## src/rtl/step_accum_counter.sv

```systemverilog
// Saturating/wrapping step accumulator built from a ripple of 2-bit digit adders.
// Emits carry and match pulses plus a sticky overflow level, and exposes its FSM state.
module step_accum_counter #(
    parameter int WIDTH = 8
) (
    input  logic             clk,
    input  logic             rst_n,
    input  logic             clr,
    input  logic             in_valid,
    output logic             in_ready,
    input  logic [1:0]       step,
    input  logic             sat_mode,
    input  logic [WIDTH-1:0] target,
    output logic [WIDTH-1:0] count,
    output logic             carry,
    output logic             match,
    output logic             ovf,
    output logic [1:0]       state
);
    // Handshake: a step is taken on a rising edge when in_valid=1, in_ready=1 and clr=0.
    // in_ready depends only on the registered state, never on in_valid.

    localparam int NDIG = WIDTH / 2;

    typedef enum logic [1:0] {
        ST_IDLE = 2'b00,
        ST_RUN  = 2'b01,
        ST_OVF  = 2'b10
    } state_t;

    state_t           state_q, state_d;
    logic [WIDTH-1:0] count_q, count_d;
    logic             carry_q, carry_d;
    logic             match_q, match_d;
    logic             ovf_q, ovf_d;

    logic [WIDTH-1:0] addend;
    logic [WIDTH-1:0] sum_lo;
    logic [NDIG:0]    dig_c;
    logic             accept;

    assign addend   = {{(WIDTH-2){1'b0}}, step};
    assign dig_c[0] = 1'b0;

    // LSB digit first; each digit's carry-out feeds the next digit.
    for (genvar i = 0; i < NDIG; i++) begin : g_digit
        assign {dig_c[i+1], sum_lo[2*i+1:2*i]} = {1'b0, count_q[2*i+1:2*i]}
                                                + {1'b0, addend[2*i+1:2*i]}
                                                + {2'b00, dig_c[i]};
    end

    assign in_ready = (state_q == ST_IDLE) || (state_q == ST_RUN);
    assign accept   = in_valid && in_ready && !clr;

    always_comb begin
        state_d = state_q;
        count_d = count_q;
        ovf_d   = ovf_q;
        carry_d = 1'b0;
        match_d = 1'b0;
        if (clr) begin
            state_d = ST_IDLE;
            count_d = '0;
            ovf_d   = 1'b0;
        end else if (accept) begin
            state_d = ST_RUN;
            count_d = sum_lo;
            if (dig_c[NDIG]) begin
                if (sat_mode) begin
                    count_d = '1;
                    ovf_d   = 1'b1;
                    state_d = ST_OVF;
                end else begin
                    carry_d = 1'b1;
                end
            end
            match_d = (count_d == target);
        end else if (state_q != ST_IDLE && state_q != ST_RUN && state_q != ST_OVF) begin
            // Unused encoding falls back to IDLE.
            state_d = ST_IDLE;
        end
    end

    always_ff @(posedge clk or negedge rst_n) begin
        if (!rst_n) begin
            state_q <= ST_IDLE;
            count_q <= '0;
            carry_q <= 1'b0;
            match_q <= 1'b0;
            ovf_q   <= 1'b0;
        end else begin
            state_q <= state_d;
            count_q <= count_d;
            carry_q <= carry_d;
            match_q <= match_d;
            ovf_q   <= ovf_d;
        end
    end

    assign count = count_q;
    assign carry = carry_q;
    assign match = match_q;
    assign ovf   = ovf_q;
    assign state = state_q;

endmodule

```

## config.mk

```make
export PLATFORM = sky130hd
export DESIGN_NAME = step_accum_counter
export DESIGN_NICKNAME = d
export VERILOG_FILES = /design/src/rtl/step_accum_counter.sv
export SDC_FILE = /design/constraint.sdc
export NUM_CORES = 1
export LEC_CHECK = 0
export ABC_AREA = 1
export ABC_CLOCK_PERIOD_IN_PS = 2500
export BUFFER_PORTS_ARGS = -buffer_cell sky130_fd_sc_hd__clkbuf_2
export CAP_MARGIN = 20
export CORE_UTILIZATION = 44
export DETAILED_ROUTE_END_ITERATION = 8
export PLACE_DENSITY = 0.76
export SYNTH_ARGS = -nofsm -noshare
export SYNTH_HDL_FRONTEND = slang
export SYNTH_SLANG_ARGS = --single-unit
```

## constraint.sdc

```tcl
create_clock -name clk -period 2.5 [get_ports clk]
set_input_delay 0.25 -clock clk [delete_from_list [all_inputs] [get_ports clk]]
set_output_delay 0.25 -clock clk [all_outputs]
set_load 0.1 [all_outputs]
```

==> flow_summary.yaml <==
outcome:
  status: "finished, violations left"
  violations: "setup timing"
timing:
  timing.fmax_mhz: 390
  rsz0062_at_grt: "true"
  finClkSkew_ns: 0.00174
  timing.final.ws_setup_ns: -0.0663
  tightest_slew_ns: 0.548
  drv_slew: 0
  min_period_ns: 2.57
  setup_violations: 2
  final.period_utilization_pct: 103
  hold_viol: 0
  fin_tns_setup_ns: -0.105
  maxSlewHeadroom_pct: 63.6
final_layout:
  final_cell_mix: "28 x clkbuf_2, 18 x nand2_1, 17 x inv_1, 13 x nand2_2, 13 x nand3_1"
  final_common_cell: "clkbuf_2"
  antennaDiodeCount: 0
  final_layout_size_suffix_gt1_share_pct: 53.9
  fin_util_pct: 76.1
  fill_cells: 148
  final_area_sq_um: 1340
  layout.nets: 178
  synthToLayoutAreaGrowth_pct: 58.3
  stdcell_count: 179
power:
  seqPwrFrac_pct: 42.9
  power_density_nw_per_um2: 385
  peakVddDrop_uv: 254
  intPower_mw: 0.332
  leakage_nw: 0.733
  switching_share_pct: 35.8
  p_sw_mw: 0.185
  p_comb_share_pct: 31.0
  power_frac_clock_pct: 26.1
cts:
  cts_sinks: 13
  cts_made_buffers: 3
  clockBufferDepth: 2
  insertion_delay_ns: 0.27
  cts_htree_levels: 1
  cts_tree: "yes"
  clkSlewWorstSetupHoldPaths_ns: 0.09
  clockRootBuffer: "clkbuf_4"
placement:
  dp_slack_ns: -0.0718
  dp_hpwl_mm: 1.41
  dp.cells: 167
  gp_congestion: 0.771
  portBuffers: 28
  placed_area_sq_um: 1140
logic_synthesis:
  yosys.area.top_type_share_pct: 38.3
  synth-seq-cells: 13
  syn_avg_cell_area_sq_um: 7.64
  yosys.area.top_type: "dfrtp_1"
  yosysUniqueCellTypes: 17
  yosys-top-cells-area: "dfrtp_1 38%, nand2_1 16%, ha_1 10%"
  syn_nets: 134
  syn-cell-area_sq_um: 848
  ys_seq_area_share_pct: 38.3
  netlist_instances: 111
  yosysWarningCount: 0
routing:
  drt_iter0_drc: 24
  vias: 864
  routed_wirelength_mm: 2.25
  drcViolationCount: 0
  firstDrtPassIters: 4
  detail_route.wl_per_cell_um: 12.6
  vias_per_cell: 4.83
  antenna_left: 0
die:
  die_y_um: 45.9
  core_region_area_sq_um: 1760
  start_util_pct: 48.1
  io_pins: 29
  die_area_sq_um: 2110
  fp.dieW_um: 45.9
  rows: 15
run:
  maxCapViolations: 0
worst_setup_path:
  cp.depth: 17
  critPathCaptureType: "flop"
  slowest_stage: "dfrtp_4"
  r2r_cells: 17
  path_delay_family: "adder cells"
  cpMostUsedCell: "ha_4"
  path_cells: "ha_4 > inv_2 > fa_2 > inv_2 > ha_4 > ha_4 > ha_4 > ha_4 > ha_4 > ha_4 > nand2_8 > nand2_4 > nand2_2 > nand2_2 > nor2_2 > nand3_1 > nor2_1"
  startpoint_type: "flop"
  cp-startpoint: "count[0]"
  cp_num_buf_inv: 2
  max_stage_delay_ns: 0.49
  crit_type: "reg2reg"
  arrival_ns: 2.78
  critPathMaxFanout: 7
  r2r-start: "count[0]"
  crit_path_end: "match"
  ff2ff_setup_slack_ns: -0.07
  r2r_end: "match"
  crit_required_ns: 2.71
global_routing:
  grt_pass1_vias: 769
  antenna_found_initial: 0
  grt_max_degree: 14
  grt_overflow: 0
  grt_use_total_pct: 21.6
  grt_first_pass_wirelength_mm: 3.11
min_path:
  hold_class: "in2reg"
[layout make-up]
| cell class | count | area (sq um) | area share, % |
|---|---|---|---|
| sequential | 13 | 333 | 24.8 |
| timing repair buffer | 39 | 233 | 17.3 |
| multi-input combinational | 76 | 637 | 47.4 |
| tap | 25 | 31.3 | 2.33 |
| inverter | 22 | 82.6 | 6.15 |
| clock buffer | 4 | 26.3 | 1.96 |
[tightest hold or removal path, stage by stage]
cell and delay, ns:
clkbuf_2 0.08, xnor2_1 0.05, nand3_1 0.07, nor2_1 0.04
[sequential cells by signal (all words and copies together) (netlist names)]
register and cells:
carry 1, count 8, match 1, ovf 1, state 2
[kinds of logic after synthesis]
kind of cell	after synthesis	synth area share, %
simple gates	61	33.2
buf+inv	23	11.1
flops	13	38.3
fa+ha+maj	8	12.7
compound gates	4	2.65
xor+xnor	2	2.07
[power by group through the flow]
stage | Clock, mW | Combinational [mW] | Sequential, mW
6_report | 0.135 | 0.160 | 0.222
5_1_grt | 0.148 | 0.173 | 0.222
3_3_place_gp | 0 | 0.127 | 0.226
3_5_place_dp | 0 | 0.129 | 0.226
2_1_floorplan | 0 | 0.0479 | 0.265
4_1_cts | 0.136 | 0.133 | 0.221
[what timing repair did]
item / in CTS / in global routing
gates resized for setup: 3 / 30
endpoints found under the setup margin: 1 / 2
hold buffers: 1 / 0
gates cloned: 1 / 0
setup buffers: 1 / 5
hold endpoints to repair: 13 / 0
pin swaps: 3 / 10
[worst min-delay path by stage]
stage	from	endpoint	depth (start not counted)
finish	target[4]	match	4
global route	target[4]	match	4
CTS	target[4]	match	4
detailed placement	rst_n	ovf	1
global placement	rst_n	ovf	1
floorplan	rst_n	carry	0
[metrics by stage]
step	hold slack (ns)	power, mW
floorplan	-0.0456	0.313
global placement	0.158	0.353
detailed placement	0.163	0.355
CTS	0.250	0.490
global route	0.259	0.544
finish	0.245	0.517
[routing by layer]
metal / global-route usage (%) / routed length, um
met5: 0 / 0
met2: 34.1 / 1100
met1: 27.4 / 1060
met3: 5.16 / 74
met4: 10.6 / 17
[cells in the mapped netlist, drive strengths merged]
cell type,instances
buf,1
dfrtp,13
fa,1
ha,7
inv,22
nand2,39
nand3,14
nand4,1
nor2,6
nor3b,1
o21ai,3
o31ai,1
xnor2,2
Note: power is estimated with default switching activity, not from simulation.
